==> src/rtl/im_ctrl_pkg.sv <==
// Shared types and constants for the instruction-memory fetch/load sequencer.
package im_ctrl_pkg;

    localparam int unsigned IM_ADDR_W   = 8;
    localparam int unsigned IM_DATA_W   = 8;
    localparam logic        IM_CSB_IDLE = 1'b1;
    localparam logic        IM_WRB_IDLE = 1'b1;

    typedef enum logic [2:0] {
        ST_IDLE     = 3'd0,
        ST_RD       = 3'd1,
        ST_VALID    = 3'd2,
        ST_WR_SETUP = 3'd3,
        ST_WR_PULSE = 3'd4,
        ST_WR_HOLD  = 3'd5
    } im_state_e;

    // Width able to hold n-1, never narrower than one bit.
    function automatic int unsigned cnt_width(input int unsigned n);
        return (n <= 2) ? 1 : $clog2(n);
    endfunction

endpackage

==> src/rtl/im_wait_ctr.sv <==
// Loadable down-counter with a zero flag; times strobe wait states.
module im_wait_ctr #(
    parameter int unsigned CNT_W = 2
) (
    input  logic             clk,
    input  logic             rst,
    input  logic             load_i,
    input  logic [CNT_W-1:0] load_val_i,
    input  logic             dec_i,
    output logic             zero_o
);

    logic [CNT_W-1:0] cnt_q;
    logic [CNT_W-1:0] cnt_d;

    always_comb begin
        cnt_d = cnt_q;
        if (load_i) begin
            cnt_d = load_val_i;
        end else if (dec_i && (cnt_q != '0)) begin
            cnt_d = cnt_q - CNT_W'(1);
        end
    end

    always_ff @(posedge clk) begin
        if (rst) begin
            cnt_q <= '0;
        end else begin
            cnt_q <= cnt_d;
        end
    end

    assign zero_o = (cnt_q == '0);

endmodule

==> src/rtl/im_fetch_ctrl.sv <==
// IM SRAM sequencer: arbitrates sequential fetch and loader writes, drives
// registered strobes; the board-level tristate is DATABUS = im_doe ? im_dout : 'z.
module im_fetch_ctrl
    import im_ctrl_pkg::*;
#(
    parameter int unsigned          ADDR_W      = IM_ADDR_W,
    parameter int unsigned          DATA_W      = IM_DATA_W,
    parameter int unsigned          WAIT_CYCLES = 2,
    parameter logic [ADDR_W-1:0]    RESET_PC    = '0
) (
    input  logic              clk,
    input  logic              rst,
    input  logic              fetch_en,
    input  logic              redirect,
    input  logic [ADDR_W-1:0] redirect_pc,
    output logic [DATA_W-1:0] instr,
    output logic [ADDR_W-1:0] instr_pc,
    output logic              instr_valid,
    input  logic              instr_ready,
    input  logic              ld_req,
    input  logic [ADDR_W-1:0] ld_addr,
    input  logic [DATA_W-1:0] ld_data,
    output logic              ld_ack,
    output logic              im_csb,
    output logic              im_wrb,
    output logic [ADDR_W-1:0] im_abus,
    output logic [DATA_W-1:0] im_dout,
    output logic              im_doe,
    input  logic [DATA_W-1:0] im_din
);

    localparam int unsigned      CNT_W    = cnt_width(WAIT_CYCLES);
    localparam logic [CNT_W-1:0] CNT_LOAD = CNT_W'(WAIT_CYCLES - 1);

    im_state_e         state_q, state_d;
    logic [ADDR_W-1:0] pc_q, pc_d;
    logic [DATA_W-1:0] instr_q, instr_d;
    logic [ADDR_W-1:0] instr_pc_q, instr_pc_d;
    logic              valid_q, valid_d;
    logic              ack_q, ack_d;
    logic              csb_q, csb_d;
    logic              wrb_q, wrb_d;
    logic              doe_q, doe_d;
    logic [ADDR_W-1:0] abus_q, abus_d;
    logic [DATA_W-1:0] dout_q, dout_d;

    logic cnt_load;
    logic cnt_dec;
    logic cnt_zero;

    im_wait_ctr #(
        .CNT_W (CNT_W)
    ) u_wait_ctr (
        .clk        (clk),
        .rst        (rst),
        .load_i     (cnt_load),
        .load_val_i (CNT_LOAD),
        .dec_i      (cnt_dec),
        .zero_o     (cnt_zero)
    );

    always_comb begin
        state_d    = state_q;
        pc_d       = pc_q;
        instr_d    = instr_q;
        instr_pc_d = instr_pc_q;
        abus_d     = abus_q;
        dout_d     = dout_q;
        cnt_load   = 1'b0;
        cnt_dec    = 1'b0;

        case (state_q)
            ST_IDLE: begin
                if (ld_req) begin
                    state_d  = ST_WR_SETUP;
                    abus_d   = ld_addr;
                    dout_d   = ld_data;
                end else if (fetch_en) begin
                    state_d  = ST_RD;
                    // A same-cycle redirect already owns the PC, so fetch from it.
                    abus_d   = redirect ? redirect_pc : pc_q;
                    cnt_load = 1'b1;
                end
            end
            ST_RD: begin
                if (redirect) begin
                    state_d = ST_IDLE;
                end else if (cnt_zero) begin
                    state_d    = ST_VALID;
                    instr_d    = im_din;
                    instr_pc_d = abus_q;
                end else begin
                    cnt_dec = 1'b1;
                end
            end
            ST_VALID: begin
                if (redirect) begin
                    state_d = ST_IDLE;
                end else if (instr_ready) begin
                    state_d = ST_IDLE;
                    pc_d    = pc_q + ADDR_W'(1);
                end
            end
            ST_WR_SETUP: begin
                state_d  = ST_WR_PULSE;
                cnt_load = 1'b1;
            end
            ST_WR_PULSE: begin
                if (cnt_zero) begin
                    state_d = ST_WR_HOLD;
                end else begin
                    cnt_dec = 1'b1;
                end
            end
            ST_WR_HOLD: begin
                state_d = ST_IDLE;
            end
            default: begin
                state_d = ST_IDLE;
            end
        endcase

        if (redirect) begin
            pc_d = redirect_pc;
        end

        // Strobes are decoded from the next state so every pin is a flop output.
        csb_d = IM_CSB_IDLE;
        wrb_d = IM_WRB_IDLE;
        doe_d = 1'b0;
        case (state_d)
            ST_RD: begin
                csb_d = 1'b0;
            end
            ST_WR_SETUP, ST_WR_HOLD: begin
                doe_d = 1'b1;
            end
            ST_WR_PULSE: begin
                csb_d = 1'b0;
                wrb_d = 1'b0;
                doe_d = 1'b1;
            end
            default: begin
                csb_d = IM_CSB_IDLE;
            end
        endcase
        valid_d = (state_d == ST_VALID);
        ack_d   = (state_d == ST_WR_HOLD);
    end

    always_ff @(posedge clk) begin
        if (rst) begin
            state_q    <= ST_IDLE;
            pc_q       <= RESET_PC;
            instr_q    <= '0;
            instr_pc_q <= '0;
            valid_q    <= 1'b0;
            ack_q      <= 1'b0;
            csb_q      <= IM_CSB_IDLE;
            wrb_q      <= IM_WRB_IDLE;
            doe_q      <= 1'b0;
            abus_q     <= '0;
            dout_q     <= '0;
        end else begin
            state_q    <= state_d;
            pc_q       <= pc_d;
            instr_q    <= instr_d;
            instr_pc_q <= instr_pc_d;
            valid_q    <= valid_d;
            ack_q      <= ack_d;
            csb_q      <= csb_d;
            wrb_q      <= wrb_d;
            doe_q      <= doe_d;
            abus_q     <= abus_d;
            dout_q     <= dout_d;
        end
    end

    assign instr       = instr_q;
    assign instr_pc    = instr_pc_q;
    assign instr_valid = valid_q;
    assign ld_ack      = ack_q;
    assign im_csb      = csb_q;
    assign im_wrb      = wrb_q;
    assign im_doe      = doe_q;
    assign im_abus     = abus_q;
    assign im_dout     = dout_q;

endmodule

==> config.mk <==
export PLATFORM = sky130hd
export DESIGN_NAME = im_fetch_ctrl
export DESIGN_NICKNAME = d
export VERILOG_FILES = /design/src/rtl/im_ctrl_pkg.sv /design/src/rtl/im_wait_ctr.sv /design/src/rtl/im_fetch_ctrl.sv
export SDC_FILE = /design/constraint.sdc
export NUM_CORES = 1
export LEC_CHECK = 0
export CAP_MARGIN = 10
export CELL_PAD_IN_SITES_DETAIL_PLACEMENT = 0
export CELL_PAD_IN_SITES_GLOBAL_PLACEMENT = 1
export CORE_MARGIN = 2
export CORE_UTILIZATION = 33
export DETAILED_ROUTE_END_ITERATION = 8
export PLACE_DENSITY_LB_ADDON = 0.1
export SLEW_MARGIN = 20
export SYNTH_ARGS = -nofsm -noshare
export SYNTH_HDL_FRONTEND = slang
export SYNTH_SLANG_ARGS = --single-unit
export TNS_END_PERCENT = 20
==> constraint.sdc <==
create_clock -name clk -period 1.8 [get_ports clk]
set_input_delay 0.36 -clock clk [delete_from_list [all_inputs] [get_ports clk]]
set_output_delay 0.36 -clock clk [all_outputs]
set_load 0.03 [all_outputs]
After elaboration in Yosys (flattened, before gate mapping). Index checks and enable logic that the tools add are counted. W data, S select, Z words.

Register bits after elaboration: 49. Logic and storage cells: 62. Output and inout bits: 37. Bits of input ports: 38.

Eq/ne operators: 9. Muxes and demuxes: 25. Add/sub/neg operators: 2. Reduce and logical (&&, ||, !) cells: 12. Bitwise logic cells: 2.

Operators by type and width (number): $mux W8 (6); $mux W3 (7); $pmux W3 S5 (1); $eq A3 B2 Y1 const B (4); $eq A3 B3 Y1 const B (3); $mux W1 (9); $add A8 B1 Y8 const B (1); $reduce_bool A2 Y1 (4); $eq A3 B1 Y1 const B (2); $reduce_and A2 Y1 (3); $pmux W1 S2 (2); $logic_not A3 Y1 (1); $reduce_and A3 Y1 (1); $reduce_or A3 Y1 (1); $not A1 Y1 (2); $reduce_or A2 Y1 (1); $logic_and A1 B1 Y1 (1); $sub A1 B1 Y1 const B (1).

Logic depth before layout (Yosys ltp).
Depth after elaboration: 6. Gate-level depth with buffers: 6. Mapped depth without buffers: 4.

Modules after synthesis. From an unflattened synthesis, not the netlist that was laid out.

Cell total of the unflattened synthesis: 258. Area total of the unflattened synthesis: 2152.1 sq um.

By module, submodules not included: im_fetch_ctrl (area an instance 2104.5 sq um, instances 1, cells an instance 254); im_wait_ctr (area an instance 47.5 sq um, instances 1, cells an instance 4).

Least setup slack after synthesis. Ideal clock, no wire load.

Path type: register to register. Start: register state_q[0]. End: register instr_q[0] (netlist: instr[0]). Cell stages (with the launch flop): 7. Setup slack: 453 ps. Data required time: 1668 ps. Buffers on the path: 2. Data arrival time: 1215 ps. Cells stage by stage: dfxtp_1 buf_6 nor3b_4 nand2_2 buf_2 nand2_1 a21oi_1.

Cells in the longest elaborated chain, start to end: 2.

RTL lines: start, declared (RTL line im_fetch_ctrl.sv:35) `im_state_e state_q, state_d;`; start signal, assigned (RTL line im_fetch_ctrl.sv:165) `state_q <= state_d;`; $eq A3 B1 Y1 (RTL line im_fetch_ctrl.sv:72) `case (state_q)`; $reduce_and A3 Y1 (no source line); end signal, assigned (RTL line im_fetch_ctrl.sv:167) `instr_q <= instr_d;`; end, declared (RTL line im_fetch_ctrl.sv:37) `logic [DATA_W-1:0] instr_q, instr_d;`.

Every way passes these cells. A chain may end at the register's enable or synchronous reset.

Worst setup path in the final report.
Start: register abus_q[6] (netlist: im_abus[6]). End: output port im_abus[6].

RTL lines: start, declared (RTL line im_fetch_ctrl.sv:44) `logic [ADDR_W-1:0] abus_q, abus_d;`; start signal, assigned (RTL line im_fetch_ctrl.sv:174) `abus_q <= abus_d;`; end, declared (RTL line im_fetch_ctrl.sv:26) `output logic [ADDR_W-1:0] im_abus,`.

No word-level cell between the ends.

==> impl_metrics.ini <==
[timing]
tightestPinTransition_ns = 0.513
post-route-period-util_pct = 97.1
fin_hold_ws_ns = 0.456
fin_crit_ns = 1.75
skew_ns = 0.0104
setup_viol = 0
clock.fmax_ghz = 0.572
slew_headroom_pct = 65.7
rsz0062_at_grt = false
slew_violations = 0
hold_viol_final = 0

[synthesis]
yosys_warnings = 0
synth_fp_nets = 287
synth_seq_cells = 49
synth_edf_count = 0
synth-adder-area-share_pct = 0.572
yosysUniqueCellTypes = 39
synthArstFlopShare_pct = 0
yosysTopAreaCell = dfxtp_1
yosys-top-cells-area = dfxtp_1, mux2i_1, nand2_1
synth_simple_gate_area_share_pct = 23.5
yosysSeqAreaShare_pct = 44.9
synth_top_area_share_pct = 44.9
synth_area_per_cell_sq_um = 8.81
synth_mux_area_share_pct = 8.70
synthXorXnorAreaFrac_pct = 2.80
synth_compound_area_share_pct = 14.1
synthFlopType = dfxtp_1
syn_area_sq_um = 2190
synth_top_family_by_area = simple AND/OR/NAND/NOR gates
synthCells = 248

[outcome]
status = completed

[grt]
antenna_found_initial = 0
grt_pass1_vias = 1838
grt_use_total_pct = 15.5
grt_pass1_wl_um = 9050
grt_max_degree = 33
gr-total-overflow = 0

[cts]
cts-htree-levels = 2
cts_sinks = 49
clockBufferDepth = 2
ctsHoldBuffers = 0
cts-resized-gates = 0
cts_tree = built
cts_inserted_buffers = 5
path_clk_slew_ns = 0.10
insertion_delay_ns = 0.31
cts_setup_buffers = 0
cts_root_buf = clkbuf_8

[critical_path]
cp.arrival_ns = 1.39
cp.depth = 1
reg2reg_slack_ns = 0.26
cp-start-kind = flop
crit_path_top_delay_cell = clkdlybuf4s50_1
crit_buf_inv = 1
crit_fanout = 3
max_stage_delay_ns = 0.69
end_kind = primary output
crit_family = buffers and inverters
crit_chain = clkdlybuf4s50_1
critical_path_class = flop to primary output
worst-endpoint-required_ns = 1.44
reg2reg_depth = 5

[routing]
routedWlPerCell_um = 13.5
vias = 1879
drtPass1Iterations = 4
drt_wl_total_um = 5390
drt_iter0_markers = 64
drc = 0
final_antenna_net_count = 0
drt-vias-per-instance = 4.70

[final_layout]
layout_commonest_cell = clkdlybuf4s50_1
layout.nets = 361
area_growth_pct = 42.3
diodes = 0
layout-drive-gt1-share_pct = 10.8
register_area_sq_um = 981
multi_input_area_sq_um = 1090
layout_common_cells = clkdlybuf4s50_1, dfxtp_1, nand2_1
final_cells = 400
fillers = 615

[placement]
dpl.hpwl_um = 3840
portBuffers = 74
dp_cells = 392
place_congestion = 0.743

[power_and_ir_drop]
seqPwrFrac_pct = 47.9
power_frac_comb_pct = 26.7
switching_share_pct = 31.2
leakage_nw = 1.15
p_switching_mw = 0.806
internal-power_mw = 1.77
vdd_ir_drop_max_v = 0.000356
p_per_area_nw_per_um2 = 829
p_clk_share_pct = 25.4

[die]
core_sq_um = 6390
start_util_pct = 34.2
fp.dieW_um = 85.4
dieArea_sq_um = 7290
row_count = 29
io_pins = 75
die_y_um = 85.4

[run]
drv_cap = 0

[hold_path]
hold_path_depth = 2
hold_path.class = flop to flop
==> power groups by stage <==
| stage | Combinational, mW | Sequential [mW] | Clock, mW |
|---|---|---|---|
| after floorplan | 0.329 | 1.34 | 0 |
| after global placement | 0.693 | 1.26 | 0 |
| after detailed placement | 0.694 | 1.26 | 0 |
| after CTS | 0.698 | 1.24 | 0.676 |
| after global routing | 0.748 | 1.25 | 0.715 |
| final | 0.689 | 1.24 | 0.654 |
==> stage by stage <==
stage / total power, mW / worst slack, ns / instance area (sq um) / TNS (ns) / utilization, %
6_report: 2.58 / 0.0523 / 3110 / 0 / 48.7
5_1_grt: 2.71 / 0.00177 / 3110 / 0 / 48.7
4_1_cts: 2.61 / 0.0363 / 3110 / 0 / 48.7
3_5_place_dp: 1.95 / -0.0592 / 3020 / -0.337 / 47.3
3_3_place_gp: 1.95 / 0.00456 / 3020 / 0 / 47.3
2_1_floorplan: 1.67 / 0.453 / 2190 / 0 / -
==> Yosys cell counts, drive strengths merged, types with 4 or more instances <==
cell / count
a211oi: 8
a21oi: 28
buf: 9
clkbuf: 10
dfxtp: 49
mux2i: 19
nand2: 45
nand3: 19
nor2: 20
nor3b: 4
o21ai: 10
xor2: 6
==> final cells by class <==
cell class | count | area share [%]
clock inverters | 2 | 0.483
flip-flops and latches | 49 | 31.5
inverters | 2 | 0.241
clock buffers | 6 | 2.33
well taps | 77 | 3.10
multi-input cells | 178 | 35.0
repair buffers | 86 | 27.4
==> registers in the layout (all words and copies together) (netlist names), 3 cells and up <==
signal / count
im_abus: 8
im_dout: 8
instr: 8
instr_pc: 8
pc_q: 8
state_q: 3
==> final timing paths <==
check | startpoint | to
setup reg to reg | state_q[1]$_SDFF_PP0_ | pc_q[4]$_SDFFE_PP0P_
hold / removal | instr_pc[6]$_SDFFE_PP0P_ | instr_pc[6]$_SDFFE_PP0P_
hold reg to reg | instr_pc[6]$_SDFFE_PP0P_ | instr_pc[6]$_SDFFE_PP0P_
setup / recovery | im_abus[6]$_SDFFE_PP0P_ | im_abus[6]
==> cell families (layout without fill, tap and decap cells) <==
logic type,count (synthesis),count (layout)
buffers and inverters,21,96
adders and majority gates,1,1
and+or+nand+nor,101,101
muxes,19,19
xor gates and xnor gates,7,7
DFF,49,49
AOI/OAI and AO/OA,50,50
==> layer usage <==
layer	wire [um]	vias up	share of wire, %	GRT usage, %
met5	0	-	0	0
met2	2360	59	44	23.2
li1	-	995	-	-
met3	330	5	6.1	4.28
met4	61	0	1.1	4.33
met1	2640	820	49	21.9
Note: power is estimated with default switching activity, not from simulation.
